File: src/rtl/homomorphic_frame_ctrl.sv
// Frame sequencer for the homomorphic filter chain: streams |x| from the sample RAM to the
// log stage, then collects the decimated results, removes the DC offset and writes them out.
module homomorphic_frame_ctrl #(
    parameter int unsigned   DW      = 32,
    parameter int unsigned   AW      = 13,
    parameter int unsigned   DECIM   = 4,
    parameter logic [DW-1:0] OFFSET  = 32'h0400_0000,
    parameter int unsigned   TIMEOUT = 1024
) (
    input  logic          aclk,
    input  logic          aresetn,
    input  logic          start,
    input  logic [AW:0]   frame_len,
    input  logic          abort,
    output logic          busy,
    output logic          done,
    output logic [1:0]    err,
    output logic [AW-1:0] rd_addr,
    output logic          rd_en,
    input  logic [DW-1:0] rd_data,
    output logic [DW-1:0] m_axis_tdata,
    output logic          m_axis_tvalid,
    input  logic          m_axis_tready,
    input  logic [DW-1:0] s_res_tdata,
    input  logic          s_res_tvalid,
    output logic          wr_en,
    output logic [AW-1:0] wr_addr,
    output logic [DW-1:0] wr_data
);

    localparam int unsigned TW = $clog2(TIMEOUT + 1);
    localparam int unsigned LW = AW + 1;

    typedef enum logic [1:0] {StIdle, StFetch, StDrain, StDone} state_e;

    state_e        state_q, state_d;
    logic [LW-1:0] len_q, len_d, exp_q, exp_d;
    logic [LW-1:0] rd_cnt_q, rd_cnt_d, sent_q, sent_d, res_cnt_q, res_cnt_d;
    logic [AW-1:0] rd_addr_q, rd_addr_d, wr_addr_q, wr_addr_d;
    logic [DW-1:0] fifo_q [2];
    logic [DW-1:0] fifo_d [2];
    logic          wptr_q, wptr_d, rptr_q, rptr_d;
    logic [1:0]    cnt_q, cnt_d;
    logic          inflight_q, inflight_d;
    logic [TW-1:0] tmo_q, tmo_d;
    logic [1:0]    err_q, err_d;
    logic          done_q, done_d;
    logic          wr_en_q, wr_en_d;
    logic [DW-1:0] wr_data_q, wr_data_d;

    logic          is_busy, start_ok, abort_ok, pop, push, last_beat;
    logic          res_acc, all_res, tmo_hit, rd_go;
    logic [2:0]    occ;
    logic [DW-1:0] abs_x;

    assign is_busy   = (state_q == StFetch) || (state_q == StDrain);
    assign start_ok  = start && !is_busy;
    assign abort_ok  = abort && is_busy;
    assign pop       = (cnt_q != 2'd0) && m_axis_tready;
    assign push      = inflight_q && (state_q == StFetch) && !abort_ok;
    assign last_beat = pop && (sent_q == len_q - LW'(1));
    assign res_acc   = s_res_tvalid && is_busy && (res_cnt_q < exp_q);
    assign all_res   = (res_cnt_q == exp_q);
    assign tmo_hit   = !s_res_tvalid && (tmo_q == TW'(TIMEOUT - 1));
    // Occupancy after this cycle's pop, so a steady tready keeps one beat per cycle.
    assign occ       = {1'b0, cnt_q} - {2'b0, pop} + {2'b0, inflight_q};
    assign rd_go     = (state_q == StFetch) && !abort && (occ < 3'd2) && (rd_cnt_q < len_q);

    always_comb begin
        if (rd_data == {1'b1, {(DW-1){1'b0}}}) begin
            abs_x = {1'b0, {(DW-1){1'b1}}};
        end else if (rd_data[DW-1]) begin
            abs_x = '0 - rd_data;
        end else begin
            abs_x = rd_data;
        end
    end

    always_ff @(posedge aclk or negedge aresetn) begin
        if (!aresetn) begin
            state_q <= StIdle;
        end else begin
            state_q <= state_d;
        end
    end

    always_comb begin
        state_d = state_q;
        unique case (state_q)
            StIdle, StDone: begin
                if (start_ok) state_d = (frame_len == '0) ? StDone : StFetch;
            end
            StFetch: begin
                if (abort_ok)       state_d = StDone;
                else if (last_beat) state_d = StDrain;
            end
            StDrain: begin
                if (abort_ok || all_res || tmo_hit) state_d = StDone;
            end
            default: state_d = StIdle;
        endcase
    end

    always_comb begin
        busy          = is_busy;
        rd_en         = rd_go;
        rd_addr       = rd_addr_q;
        m_axis_tvalid = (cnt_q != 2'd0);
        m_axis_tdata  = fifo_q[rptr_q];
        done          = done_q;
        err           = err_q;
        wr_en         = wr_en_q;
        wr_addr       = wr_addr_q;
        wr_data       = wr_data_q;
    end

    always_comb begin
        len_d      = len_q;
        exp_d      = exp_q;
        rd_cnt_d   = rd_cnt_q;
        sent_d     = sent_q;
        res_cnt_d  = res_cnt_q;
        rd_addr_d  = rd_addr_q;
        wr_addr_d  = wr_addr_q;
        fifo_d     = fifo_q;
        wptr_d     = wptr_q;
        rptr_d     = rptr_q;
        cnt_d      = cnt_q + {1'b0, push} - {1'b0, pop};
        inflight_d = rd_go;
        err_d      = err_q;
        wr_en_d    = res_acc;
        wr_data_d  = res_acc ? (s_res_tdata - OFFSET) : wr_data_q;
        tmo_d      = ((state_q == StDrain) && !s_res_tvalid) ? tmo_q + TW'(1) : '0;
        done_d     = (state_d == StDone) && ((state_q != StDone) || start_ok);
        if (start_ok) begin
            len_d      = frame_len;
            exp_d      = LW'(32'(frame_len) / DECIM);
            rd_cnt_d   = '0;
            sent_d     = '0;
            res_cnt_d  = '0;
            rd_addr_d  = '0;
            wr_addr_d  = '0;
            wptr_d     = 1'b0;
            rptr_d     = 1'b0;
            cnt_d      = '0;
            inflight_d = 1'b0;
            err_d      = 2'd0;
        end else begin
            if (rd_go) begin
                rd_addr_d = rd_addr_q + AW'(1);
                rd_cnt_d  = rd_cnt_q + LW'(1);
            end
            if (push) begin
                fifo_d[wptr_q] = abs_x;
                wptr_d         = ~wptr_q;
            end
            if (pop) begin
                rptr_d = ~rptr_q;
                sent_d = sent_q + LW'(1);
            end
            if (res_acc) res_cnt_d = res_cnt_q + LW'(1);
            if (wr_en_q) wr_addr_d = wr_addr_q + AW'(1);
            if (abort_ok) begin
                cnt_d      = '0;
                inflight_d = 1'b0;
                err_d      = 2'd2;
            end else if ((state_q == StDrain) && !all_res && tmo_hit) begin
                err_d = 2'd1;
            end
        end
    end

    always_ff @(posedge aclk or negedge aresetn) begin
        if (!aresetn) begin
            len_q      <= '0;
            exp_q      <= '0;
            rd_cnt_q   <= '0;
            sent_q     <= '0;
            res_cnt_q  <= '0;
            rd_addr_q  <= '0;
            wr_addr_q  <= '0;
            fifo_q[0]  <= '0;
            fifo_q[1]  <= '0;
            wptr_q     <= 1'b0;
            rptr_q     <= 1'b0;
            cnt_q      <= '0;
            inflight_q <= 1'b0;
            tmo_q      <= '0;
            err_q      <= 2'd0;
            done_q     <= 1'b0;
            wr_en_q    <= 1'b0;
            wr_data_q  <= '0;
        end else begin
            len_q      <= len_d;
            exp_q      <= exp_d;
            rd_cnt_q   <= rd_cnt_d;
            sent_q     <= sent_d;
            res_cnt_q  <= res_cnt_d;
            rd_addr_q  <= rd_addr_d;
            wr_addr_q  <= wr_addr_d;
            fifo_q     <= fifo_d;
            wptr_q     <= wptr_d;
            rptr_q     <= rptr_d;
            cnt_q      <= cnt_d;
            inflight_q <= inflight_d;
            tmo_q      <= tmo_d;
            err_q      <= err_d;
            done_q     <= done_d;
            wr_en_q    <= wr_en_d;
            wr_data_q  <= wr_data_d;
        end
    end

endmodule

File: config.mk
export PLATFORM = sky130hd
export DESIGN_NAME = homomorphic_frame_ctrl
export DESIGN_NICKNAME = d
export VERILOG_FILES = /design/src/rtl/homomorphic_frame_ctrl.sv
export SDC_FILE = /design/constraint.sdc
export NUM_CORES = 1
export LEC_CHECK = 0
export BUFFER_PORTS_ARGS = -buffer_cell sky130_fd_sc_hd__buf_2
export CAP_MARGIN = 20
export CORE_ASPECT_RATIO = 0.7
export CORE_MARGIN = 2
export CORE_UTILIZATION = 52
export CTS_CLUSTER_SIZE = 40
export DETAILED_ROUTE_END_ITERATION = 7
export HOLD_SLACK_MARGIN = 0.03
export PLACE_DENSITY = 0.78
export SETUP_SLACK_MARGIN = 0.2
export SLEW_MARGIN = 20
export SYNTH_ARGS = -nofsm -noshare
export SYNTH_HDL_FRONTEND = slang
export SYNTH_SLANG_ARGS = --single-unit
File: constraint.sdc
create_clock -name aclk -period 3 [get_ports aclk]
set_input_delay 0.3 -clock aclk [delete_from_list [all_inputs] [get_ports aclk]]
set_output_delay 0.3 -clock aclk [all_outputs]
set_load 0.01 [all_outputs]
==> flow_summary.toml <==
[logic_synthesis]
synthMuxAreaShare_pct = 4.31
synthSimpleGateAreaFrac_pct = 21.5
synthesis.nets = 1319
yosysWarningCount = 0
syn_avg_cell_area_um2 = 9.09
synthTopCellsByArea = "dfrtp_1 46%, nand2_1 7.5%, xnor2_1 4.7%"
synthXorXnorAreaFrac_pct = 7.34
synth_seq_cells = 200
yosysSeqAreaShare_pct = 46.1
netlist_area_mm2 = 0.0109
yosysTopAreaCellShare_pct = 46.1
synth_edf_count = 0
synth_top_cell_by_area = "dfrtp_1"
synth_top_family_by_area = "simple AND/OR/NAND/NOR gates"
syn_inst = 1194
synthArstFlopShare_pct = 100
ys_types = 62
ys.flop_type = "dfrtp_1"
synthAdderAreaFrac_pct = 4.79
synth_compound_area_share_pct = 12.5

[floorplan]
die_w_um = 177
die_h_um = 125
coreArea_mm2 = 0.0206
core.rowCount = 44
start_util_pct = 52.7
ioPinCount = 181
die-area_mm2 = 0.0221

[finish]
nets = 1501
antennaDiodeCount = 0
area_growth_pct = 21.4
fin_cells = 1665
layout-drive-gt1-share_pct = 25.7
finish.utilization_pct = 64.0

[sta]
min_period_over_period_pct = 101
setup_ws_ns = -0.0250
setup_viol = 2
finalMaxSlewViolations = 0
slew_headroom_pct = 58.6
max_freq_mhz = 331
finalClockSkew_ns = 0.0173
rsz0062_at_grt = "true"
fin_crit_ns = 3.03
hold_viol_final = 0
worstMarginPinSlew_ns = 0.621

[power]
powerDensity_mw_per_mm2 = 833
design_power_total_w = 0.0110
leakage_nw = 6.26
pwr-share-seq_pct = 36.6
p_int_w = 0.00675
p_sw_w = 0.00424
pwr-share-comb_pct = 41.0
pwr-share-clk_pct = 22.4
peakVddDrop_v = 0.000488
switching_share_pct = 38.6

[clock_tree]
path_clk_slew_ns = 0.08
cts_buffers = 17
cts_sinks = 200
htreeDepth = 4
cts_buffer_depth = 2
tritoncts = "yes"
ctsRootBufferMaster = "clkbuf_16"
clk_latency_ns = 0.44

[global_route]
grt_pass1_vias = 8944
grt_pass1_wl_mm = 45.3
track_usage_pct = 25.3
grt_max_degree = 75
overflow = 0
antenna_found_initial = 0

[setup_path]
crit_path_frequent_cell = "buf_6"
crit_type = "reg -> out"
end_kind = "output port"
worstSetupStartpointType = "register"
crit_arrival_ns = 2.73
crit_slowest_cell = "fa_1"
crit_required_ns = 2.70
worstPathMaxFanout = 3
crit_chain = "o21a_1 -> ha_4 -> nand2b_4 -> fa_1 -> nand2_1 -> nor3_2 -> o2111ai_2 -> a21o_1 -> buf_6 -> clkinvlp_4 -> buf_6"
max_stage_delay_ns = 0.47

[placement]
place_ws_ns = 0.0757
place_hpwl_mm = 19.5
gp_congestion = 0.953
port-buffer-count = 180
place_inst = 1622

[detailed_routing]
routed_wl_mm = 27.4
drc = 0
drt_iter0_drc = 684
wl_per_cell_um = 16.4
drtPass1Iterations = 7
drtAntennaViolNets = 0
viasPerCell = 5.55
routed-via-count = 9249

[min_path]
hp-class = "in -> reg"

[flow_run]
cap_violations = 0

[run_status]
status = "finished, violations left"
violations = "negative setup slack"
## critical path, delay by kind of cell (launching register included)
family / cells / cell delay, ns
compound gates: 3 / 0.61
fa+ha+maj: 2 / 0.68
flops: 1 / 0.38
buf+inv: 3 / 0.30
simple gates: 3 / 0.31
## stage by stage
step,setup TNS (ns),area [µm²],hold slack (ns)
finish,-0.0284,13200,0.0542
CTS,-0.0233,13000,0.0365
global route,-0.630,13200,0.0446
detailed placement,0,12200,0.365
floorplan,0,10900,0.00441
global placement,0,12200,0.369
## cell usage after synthesis, types with 3 or more instances
library cell	number
o221ai_1	3
nand4_1	14
a21oi_1	45
o311ai_0	3
or4_4	3
and3_1	18
a2111oi_0	5
mux2_2	38
clkbuf_1	49
or4_1	15
buf_1	6
nand2b_1	5
nor3_1	20
dfrtp_1	200
a21o_1	10
nor2_1	103
inv_1	42
o21a_1	4
a211oi_1	9
ha_1	40
or3_1	17
o41ai_1	3
o21ai_1	7
buf_2	3
a31oi_1	3
xnor2_1	58
or2_2	8
xor2_1	33
o21ai_0	100
mux2i_1	4
o31ai_1	18
and2_1	5
nor4_1	16
nand3_1	35
nand2_1	217
## cell families (layout without fill, tap and decap cells)
logic type	Yosys count	count (layout)
flops	200	200
compound gates	226	226
mux	42	42
simple gates	494	494
buf+inv	100	295
fa+ha+maj	41	41
xor+xnor	91	91
## worst paths after layout
check                      slack, ns          end  cells past startpoint            from
setup / recovery               -0.03        rd_en                     11        cnt_q[1]
hold / removal                  0.05   wr_data[1]                      3  s_res_tdata[1]
setup reg to reg                   0   rd_addr[9]                     13        cnt_q[1]
hold reg to reg                 0.46     tmo_q[0]                      1        tmo_q[0]
max in group asynchronous       1.79   fifo_q[22]                      3         aresetn
min in group asynchronous       0.43  rd_addr[11]                      2         aresetn
## state kept, by name, summed over array words and instances (netlist names), 2 cells and up
signal and count:
err 2, fifo_q 64, wr_addr 13, len_q 14
cnt_q 2, rd_cnt_q 14, tmo_q 11, sent_q 14
wr_data 32, rd_addr 13, res_cnt_q 14, state_q 2
## cell type report
type / count / area (µm²)
sequential: 200 / 5010
clock buffer: 19 / 443
inverter: 42 / 161
fill: 1711 / 7410
tap: 276 / 345
multi-input combinational: 894 / 5690
timing repair buffer: 221 / 1340
clock inverter: 13 / 191
## power by group through the flow
stage                     combinational, W  sequential [W]  clock (W)
after global routing               0.00503         0.00412    0.00264
after detailed placement           0.00429         0.00403          0
after CTS                          0.00438         0.00400    0.00253
after floorplan                    0.00272         0.00399          0
final                              0.00450         0.00402    0.00247
after global placement             0.00416         0.00401          0
## timing repair
item,CTS,global route
gates resized for setup,11,44
hold endpoints to repair,71,0
cloned,1,1
pin swaps,5,9
hold buffers,1,0
endpoints found under the setup margin,11,29
setup buffers,5,3
## placed cells by master, fill, tap and decap left out, types with 11 or more instances in the layout
cell type,netlist,layout
xor2_1,33,33
dfrtp_1,200,197
buf_4,0,31
nor3_1,20,19
a21oi_1,45,32
inv_1,42,41
o31ai_1,18,15
and3_1,18,18
buf_2,3,178
mux2_2,38,38
o21ai_1,7,11
nor2_1,103,102
o21ai_0,100,95
xnor2_1,58,58
ha_1,40,38
nor4_1,16,15
nand2_1,217,217
nand4_1,14,14
clkbuf_16,0,18
a21oi_2,0,13
nand3_1,35,34
## routing by layer
layer	global-route usage [%]	wire, µm	share of wire (%)
met5	0	0	0
met4	6.51	434	1.6
met3	5.89	1710	6.2
met2	37.4	12100	44
met1	37.6	13100	48
(Power assumes the default switching activity.)
